## src/rtl/branch_resolve_unit.sv

```systemverilog
// Branch resolution: turns the oldest in-flight mispredict into a squash pulse plus a
// held fetch redirect, and queues every resolved control instruction for predictor training.
module branch_resolve_unit #(
  parameter int SIZE_PC     = 32,
  parameter int SIZE_AL_LOG = 7,
  parameter int UPD_DEPTH   = 4
) (
  input  logic                   clk,
  input  logic                   reset,
  input  logic                   ctrlValid_i,
  input  logic [SIZE_PC-1:0]     pc_i,
  input  logic [SIZE_PC-1:0]     nextPC_i,
  input  logic                   direction_i,
  input  logic [7:0]             flags_i,
  input  logic [SIZE_AL_LOG-1:0] tag_i,
  input  logic [SIZE_AL_LOG-1:0] alHead_i,
  input  logic                   redirectAck_i,
  input  logic                   recoveryDone_i,
  input  logic                   updReady_i,
  output logic                   redirectValid_o,
  output logic [SIZE_PC-1:0]     redirectPC_o,
  output logic                   squash_o,
  output logic [SIZE_AL_LOG-1:0] squashTag_o,
  output logic                   busy_o,
  output logic                   updValid_o,
  output logic [SIZE_PC-1:0]     updPC_o,
  output logic [SIZE_PC-1:0]     updTarget_o,
  output logic                   updDir_o,
  output logic                   full_o,
  output logic [7:0]             drops_o
);

  localparam int IDX_W = $clog2(UPD_DEPTH);
  localparam int PTR_W = IDX_W + 1;
  localparam int ENT_W = 2 * SIZE_PC + 1;

  typedef enum logic [1:0] {S_IDLE, S_REDIRECT, S_RECOVER} state_e;

  state_e                 state_q, state_d;
  logic [SIZE_AL_LOG-1:0] ptag_q, ptag_d;
  logic [SIZE_PC-1:0]     ppc_q, ppc_d;
  logic                   squash_q, squash_d;

  logic [SIZE_AL_LOG-1:0] age_in, age_p;
  logic                   misp_in, older_in;
  logic                   unused_flags;

  // Ages are distances from the active-list head, so ordering survives tag wrap.
  assign age_in       = tag_i - alHead_i;
  assign age_p        = ptag_q - alHead_i;
  assign misp_in      = ctrlValid_i & flags_i[0] & flags_i[5];
  assign older_in     = age_in < age_p;
  assign unused_flags = ^{flags_i[7:6], flags_i[4:1]};

  always_ff @(posedge clk or posedge reset) begin
    if (reset) begin
      state_q  <= S_IDLE;
      ptag_q   <= '0;
      ppc_q    <= '0;
      squash_q <= 1'b0;
    end else begin
      state_q  <= state_d;
      ptag_q   <= ptag_d;
      ppc_q    <= ppc_d;
      squash_q <= squash_d;
    end
  end

  always_comb begin
    state_d  = state_q;
    ptag_d   = ptag_q;
    ppc_d    = ppc_q;
    squash_d = 1'b0;
    unique case (state_q)
      S_IDLE: begin
        if (misp_in) begin
          ptag_d   = tag_i;
          ppc_d    = nextPC_i;
          squash_d = 1'b1;
          state_d  = S_REDIRECT;
        end
      end
      S_REDIRECT: begin
        // An older mispredict wins over a same-cycle acknowledge of the stale target.
        if (misp_in && older_in) begin
          ptag_d   = tag_i;
          ppc_d    = nextPC_i;
          squash_d = 1'b1;
        end else if (redirectAck_i) begin
          state_d = S_RECOVER;
        end
      end
      S_RECOVER: begin
        if (misp_in && older_in) begin
          ptag_d   = tag_i;
          ppc_d    = nextPC_i;
          squash_d = 1'b1;
          state_d  = S_REDIRECT;
        end else if (recoveryDone_i) begin
          state_d = S_IDLE;
        end
      end
      default: state_d = S_IDLE;
    endcase
  end

  assign redirectValid_o = (state_q == S_REDIRECT);
  assign redirectPC_o    = ppc_q;
  assign squash_o        = squash_q;
  assign squashTag_o     = ptag_q;
  assign busy_o          = (state_q != S_IDLE);

  logic [ENT_W-1:0] mem_q [UPD_DEPTH];
  logic [PTR_W-1:0] wr_ptr_q, rd_ptr_q;
  logic [7:0]       drops_q;
  logic             empty, full, push, pop, accept, drop;
  logic [ENT_W-1:0] head;

  assign empty  = (wr_ptr_q == rd_ptr_q);
  assign full   = (wr_ptr_q[IDX_W-1:0] == rd_ptr_q[IDX_W-1:0]) &&
                  (wr_ptr_q[IDX_W] != rd_ptr_q[IDX_W]);
  // Results younger than the pending mispredict are wrong-path and never train.
  assign push   = ctrlValid_i & flags_i[5] & ~(busy_o && (age_in > age_p));
  assign pop    = ~empty & updReady_i;
  assign accept = push & (~full | pop);
  assign drop   = push & full & ~pop;

  always_ff @(posedge clk or posedge reset) begin
    if (reset) begin
      wr_ptr_q <= '0;
      rd_ptr_q <= '0;
      drops_q  <= '0;
      for (int i = 0; i < UPD_DEPTH; i++) mem_q[i] <= '0;
    end else begin
      if (accept) begin
        mem_q[wr_ptr_q[IDX_W-1:0]] <= {pc_i, nextPC_i, direction_i};
        wr_ptr_q                   <= wr_ptr_q + PTR_W'(1);
      end
      if (pop) rd_ptr_q <= rd_ptr_q + PTR_W'(1);
      if (drop && (drops_q != 8'hFF)) drops_q <= drops_q + 8'd1;
    end
  end

  assign head        = mem_q[rd_ptr_q[IDX_W-1:0]];
  assign updValid_o  = ~empty;
  assign updPC_o     = head[ENT_W-1 -: SIZE_PC];
  assign updTarget_o = head[SIZE_PC:1];
  assign updDir_o    = head[0];
  assign full_o      = full;
  assign drops_o     = drops_q;

endmodule

```

## config.mk

```make
export PLATFORM = sky130hd
export DESIGN_NAME = branch_resolve_unit
export DESIGN_NICKNAME = d
export VERILOG_FILES = /design/src/rtl/branch_resolve_unit.sv
export SDC_FILE = /design/constraint.sdc
export NUM_CORES = 1
export LEC_CHECK = 0
export ABC_AREA = 1
export ABC_CLOCK_PERIOD_IN_PS = 12750
export BUFFER_PORTS_ARGS = -buffer_cell sky130_fd_sc_hd__buf_2
export CORE_MARGIN = 3
export CORE_UTILIZATION = 50
export DETAILED_ROUTE_END_ITERATION = 8
export HOLD_SLACK_MARGIN = 0.03
export PLACE_DENSITY = 0.77
export SKIP_CTS_REPAIR_TIMING = 1
export SLEW_MARGIN = 40
export SYNTH_ARGS = -nofsm -noshare
export SYNTH_HDL_FRONTEND = slang
export SYNTH_SLANG_ARGS = --single-unit
```

## constraint.sdc

```tcl
create_clock -name clk -period 12.75 [get_ports clk]
set_input_delay 2.55 -clock clk [delete_from_list [all_inputs] [get_ports clk]]
set_output_delay 2.55 -clock clk [all_outputs]
set_load 0.01 [all_outputs]
```

Word-level counts from Yosys, hierarchy flattened:

Index checks and enable logic that the tools add are counted.

* logic and storage cells: 79
* bits in registers: 316
* bits of input ports: 93

* order comparisons: 5
* reductions and logical operators: 11
* add/sub/neg operators: 5
* muxes and demuxes: 21
* eq/ne operators: 11
* bitwise logic cells: 15

Operators with widths (count)
* $bwmux W260: 1
* $mux W65: 3
* $bmux W65 S2: 1
* $demux W65 S2: 1
* $mux W32: 2
* $pmux W32 S2: 1
* $mux W7: 2
* $pmux W7 S2: 1
* $sub A7 B7 Y7: 2
* $mux W2: 5
* $add A8 B1 Y8 const B: 1
* $and A1 B1 Y1: 8
* $ne A8 B8 Y1 const B: 1
* $gt A7 B7 Y1: 1
* $lt A7 B7 Y1: 1
* $add A3 B1 Y3 const B: 2
* $ge A3 B3 Y1 const B: 2
* $ne A2 B2 Y1 const B: 3
* $not A2 Y3: 2
* $pmux W2 S3: 1
* $logic_and A1 B1 Y1: 5
* $not A1 Y1: 4
* $reduce_and A4 Y1: 1
* $reduce_bool A2 Y1: 2
* other kinds (14): 15

Logic depth before layout (Yosys ltp):

* depth in word-level cells: 8
* depth in mapped cells: 21
* mapped depth without buffers: 21

Worst setup path after synthesis:

OpenSTA, ideal clock, no wires.

* path type: in2reg
* start point: input alHead_i[0]
* end point: register mem_q[259] (netlist name)
* setup time: 117 ps
* setup slack: 7546 ps
* required time: 12633 ps
* buffers on the path: 2
* cell stages on the path: 19
* arrival: 5087 ps
* path through: ha_1 inv_1 fa_1 nand3_1 nand3_1 a21o_1 a21oi_1 xor2_1 ha_1 nand2_1 inv_2 a21oi_2 nand2_1 a21oi_2 nand3_1 buf_2 buf_2 nand2_1 nand2_1

* longest elaborated chain between the ends: 6

RTL lines
* start: declaration: RTL line 16 `input logic [SIZE_AL_LOG-1:0] alHead_i,`
* $sub A7 B7 Y7, on equally long branches: RTL line 49, 50
* $gt A7 B7 Y1 *: RTL line 123 `assign push = ctrlValid_i & flags_i[5] & ~(busy_o && (age_in > age_p));`
* $logic_and A1 B1 Y1 *: RTL line 123
* $not A1 Y1 *: RTL line 123
* $and A1 B1 Y1 *: RTL line 123
* $and A1 B1 Y1 *: RTL line 125 `assign accept = push & (~full | pop);`
* end signal: indexed assignment: RTL line 136 `mem_q[wr_ptr_q[IDX_W-1:0]] <= {pc_i, nextPC_i, direction_i};`
* end: declaration: RTL line 113 `logic [ENT_W-1:0] mem_q [UPD_DEPTH];`

Every way passes the cells marked *; elsewhere a longest branch is shown, timed or not.
A chain may end at the register's enable or synchronous reset.

Worst setup path in the final report:

* start point: input tag_i[0]
* end point: register mem_q[144] (netlist name)

* longest elaborated chain between the ends: 6

RTL lines
* start: declaration: RTL line 15 `input logic [SIZE_AL_LOG-1:0] tag_i,`
* $sub A7 B7 Y7: RTL line 49 `assign age_in = tag_i - alHead_i;`
* $gt A7 B7 Y1: RTL line 123
* $logic_and A1 B1 Y1: RTL line 123
* $not A1 Y1: RTL line 123
* $and A1 B1 Y1: RTL line 123
* $and A1 B1 Y1: RTL line 125

No other way between the ends.

==> results_dict.tcl <==
set metrics [dict create \
    outcome "finished clean" \
    wl_per_cell_um 18.2 \
    cts_root_buf "clkbuf_16" \
    stdcell_area_sq_um 17900 \
    yosysTopAreaCellShare_pct 50.7 \
    synth_area_sq_um 15600 \
    dpl_cell_area_sq_um 16700 \
    core_sq_um 30700 \
    fin_util_pct 58.5 \
    nets 2133 \
    fillers 2801 \
    multi_input_area_sq_um 6700 \
    rr_startpoint "squashTag_o[0]$_DFFE_PP0P_" \
    wl_met2_mm 20.7 \
    syn_inst 1912 \
    grt_setup_unrepaired "no" \
    rows 64 \
    maxSlewHeadroom_pct 42.2 \
    die_area_sq_um 33400 \
    instances_no_fill 2431 \
    antenna_found_initial 5 \
    leakagePower_nw 9.38 \
    post-route-period-util_pct 49.8 \
    critPathMaxFanout 178 \
    cp.required_ns 13.14 \
    io_buffer_count 203 \
    drt_iter0_markers 1431 \
    drc_errors 0 \
    ys_types 29 \
    finalHoldViolCount 0 \
    async_flop_share_pct 100 \
    hpwl_mm 23.9 \
    endpoint_kind "flip-flop" \
    routed_wl_mm 44.2 \
    synth_edf_count 0 \
    skew_ns 0.0159 \
    setup_tns_ns 0 \
    path_clk_slew_ns 0.06 \
    ir_drop_mv 0.163 \
    synth.avg_cell_area_sq_um 8.16 \
    num_io_pins 210 \
    synth_top_area_cell "dfrtp_1" \
    synthFlopType "dfrtp_1" \
    place_inst 2367 \
    pre_cts_ws_ns 5.89 \
    setup_slack_ns 6.41 \
    via_per_inst 5.85 \
    vias 14200 \
    grt_overflow 0 \
    clk_latency_ns 0.51 \
    tightestPinTransition_ns 0.867 \
    crit_path_start_kind "primary input" \
    die_w_um 183 \
    power_density_nw_per_um2 279 \
    syn-num-nets 2036 \
    setup_violations 0 \
    dieHeight_um 183 \
    yosys_warnings 0 \
    top_layer "met5" \
    ys_seq_elements 316 \
    startpoint "tag_i[0]" \
    ys_top_cells_by_area "dfrtp_1, nand2_1, nand4_1, o21ai_0, nor2_1" \
    start_util_pct 50.9 \
    dr_wl_met3_mm 4.07 \
    worstPathArrival_ns 6.73 \
    htreeDepth 2 \
    n_antenna_cell 0 \
    drt_first_pass_iters 5 \
    fin_crit_ns 6.34 \
    clockBufferDepth 3 \
    grtUsageTotal_pct 26.1 \
    layout-drive-gt1-share_pct 14.9 \
    drv_slew 0 \
    cts.sinks 316 \
    worst-setup-path-type "in2reg" \
    gp_congestion 0.774 \
    m1WireLength_mm 18.3 \
    cts_made_buffers 36 \
    grt_pass1_vias 13800 \
    grt_max_degree 179 \
    maxCapViolCount 0 \
    ff_latch_area_sq_um 7910 \
    max_freq_ghz 0.158 \
    hold_path.class "reg2reg" \
    area_delta_synth_final_pct 15.0 \
    ys_seq_area_share_pct 50.7 \
    hp-start "mem_q[188]$_DFFE_PP0P_" \
    cts_tree "yes" \
    ant_nets 0 \
    grt_pass1_wl_mm 71.8 \
]
[per-stage QoR]
stage / power, mW / hold WS (ns)
2_1_floorplan: 3.19 / 0.437
3_3_place_gp: 3.85 / 0.448
3_5_place_dp: 3.96 / 0.453
4_1_cts: 5.03 / 0.467
5_1_grt: 5.40 / 0.475
6_report: 5.01 / 0.465
[cells in the final DEF (no fill, tap or decap), types with 4 or more instances in the layout]
cell	n
nand3_1	20
clkbuf_1	7
clkinv_2	7
clkbuf_8	8
xor2_1	14
buf_12	5
a21oi_1	11
buf_4	4
o21ai_0	171
o22ai_1	65
clkbuf_16	37
dfrtp_1	314
buf_2	203
ha_1	25
nand4_1	263
buf_6	10
xnor2_1	9
nand3_4	4
nor2_1	134
inv_1	71
nand2_1	617
ha_2	4
[synth_stat cells (3+ instances only)]
library cell and number:
nand2_1 617, dfrtp_1 316, nand4_1 263, o21ai_0 171, nor2_1 134, buf_2 76
clkbuf_1 74, inv_1 74, o22ai_1 65, ha_1 29, nand3_1 25, xor2_1 14
a21oi_1 11, xnor2_1 9, buf_6 8, buf_1 4, buf_4 3
[critical path, cell delays in order]
cell and delay, ns:
buf_2 0.09, inv_1 0.06, ha_1 0.14, inv_1 0.06, fa_1 0.42, nand3_1 0.10
nand2_1 0.10, nand2_1 0.10, nand2_1 0.07, a21oi_1 0.18, xor2_1 0.17, ha_1 0.27
nand2_1 0.10, inv_2 0.04, a21oi_2 0.19, nand2_1 0.12, a21oi_4 0.15, buf_12 0.53
nand3_4 0.65, buf_12 0.40, nand2_1 0.09, nand2_1 0.06
[power breakdown]
group	total (mW)	switching (mW)	internal [mW]
registers	1.69	0.250	1.44
logic	2.27	1.53	0.744
clock network	1.05	0.410	0.640
[flip-flops by register name (all words and copies together) (netlist names)]
name and cells:
drops_o 8, redirectPC_o 32, squashTag_o 7, state_q 2, mem_q 260, squash_o 1, rd_ptr_q 3, wr_ptr_q 3
[cell type report]
class | instances | share of cell area (%)
Inverter | 75 | 1.62
Timing Repair Buffer | 225 | 7.47
Multi-Input combinational cell | 1355 | 37.3
Tap cell | 396 | 2.76
Clock buffer | 52 | 5.92
Clock inverter | 12 | 0.795
Sequential cell | 316 | 44.1
[final timing paths]
check,endpoint,slack [ns],cells after the start
setup / recovery,mem_q[144]$_DFFE_PP0P_,6.41,22
hold / removal,mem_q[188]$_DFFE_PP0P_,0.46,2
setup reg to reg,mem_q[144]$_DFFE_PP0P_,8.15,20
hold reg to reg,mem_q[188]$_DFFE_PP0P_,0.46,2
max in group asynchronous,redirectPC_o[30]$_DFFE_PP0P_,8.85,4
min in group asynchronous,redirectPC_o[5]$_DFFE_PP0P_,2.16,2
[routing by layer]
metal	vias up	GRT usage [%]
met4	10	7.50
met5	-	0
li1	6671	-
met2	659	42.3
met3	100	5.02
met1	6783	36.0
[cell families (layout without fill, tap and decap cells)]
family                   count (synthesis)  in the layout  synth area share (%)
buffers and inverters                  241            364                  6.93
XOR/XNOR                                23             23                  1.29
flip-flops                             316            316                  50.7
AND/OR/NAND/NOR                       1049           1049                  29.8
adder cells (fa/ha/maj)                 31             31                  2.58
AO/OA/AOI/OAI                          252            252                  8.68
(Power assumes the default switching activity.)
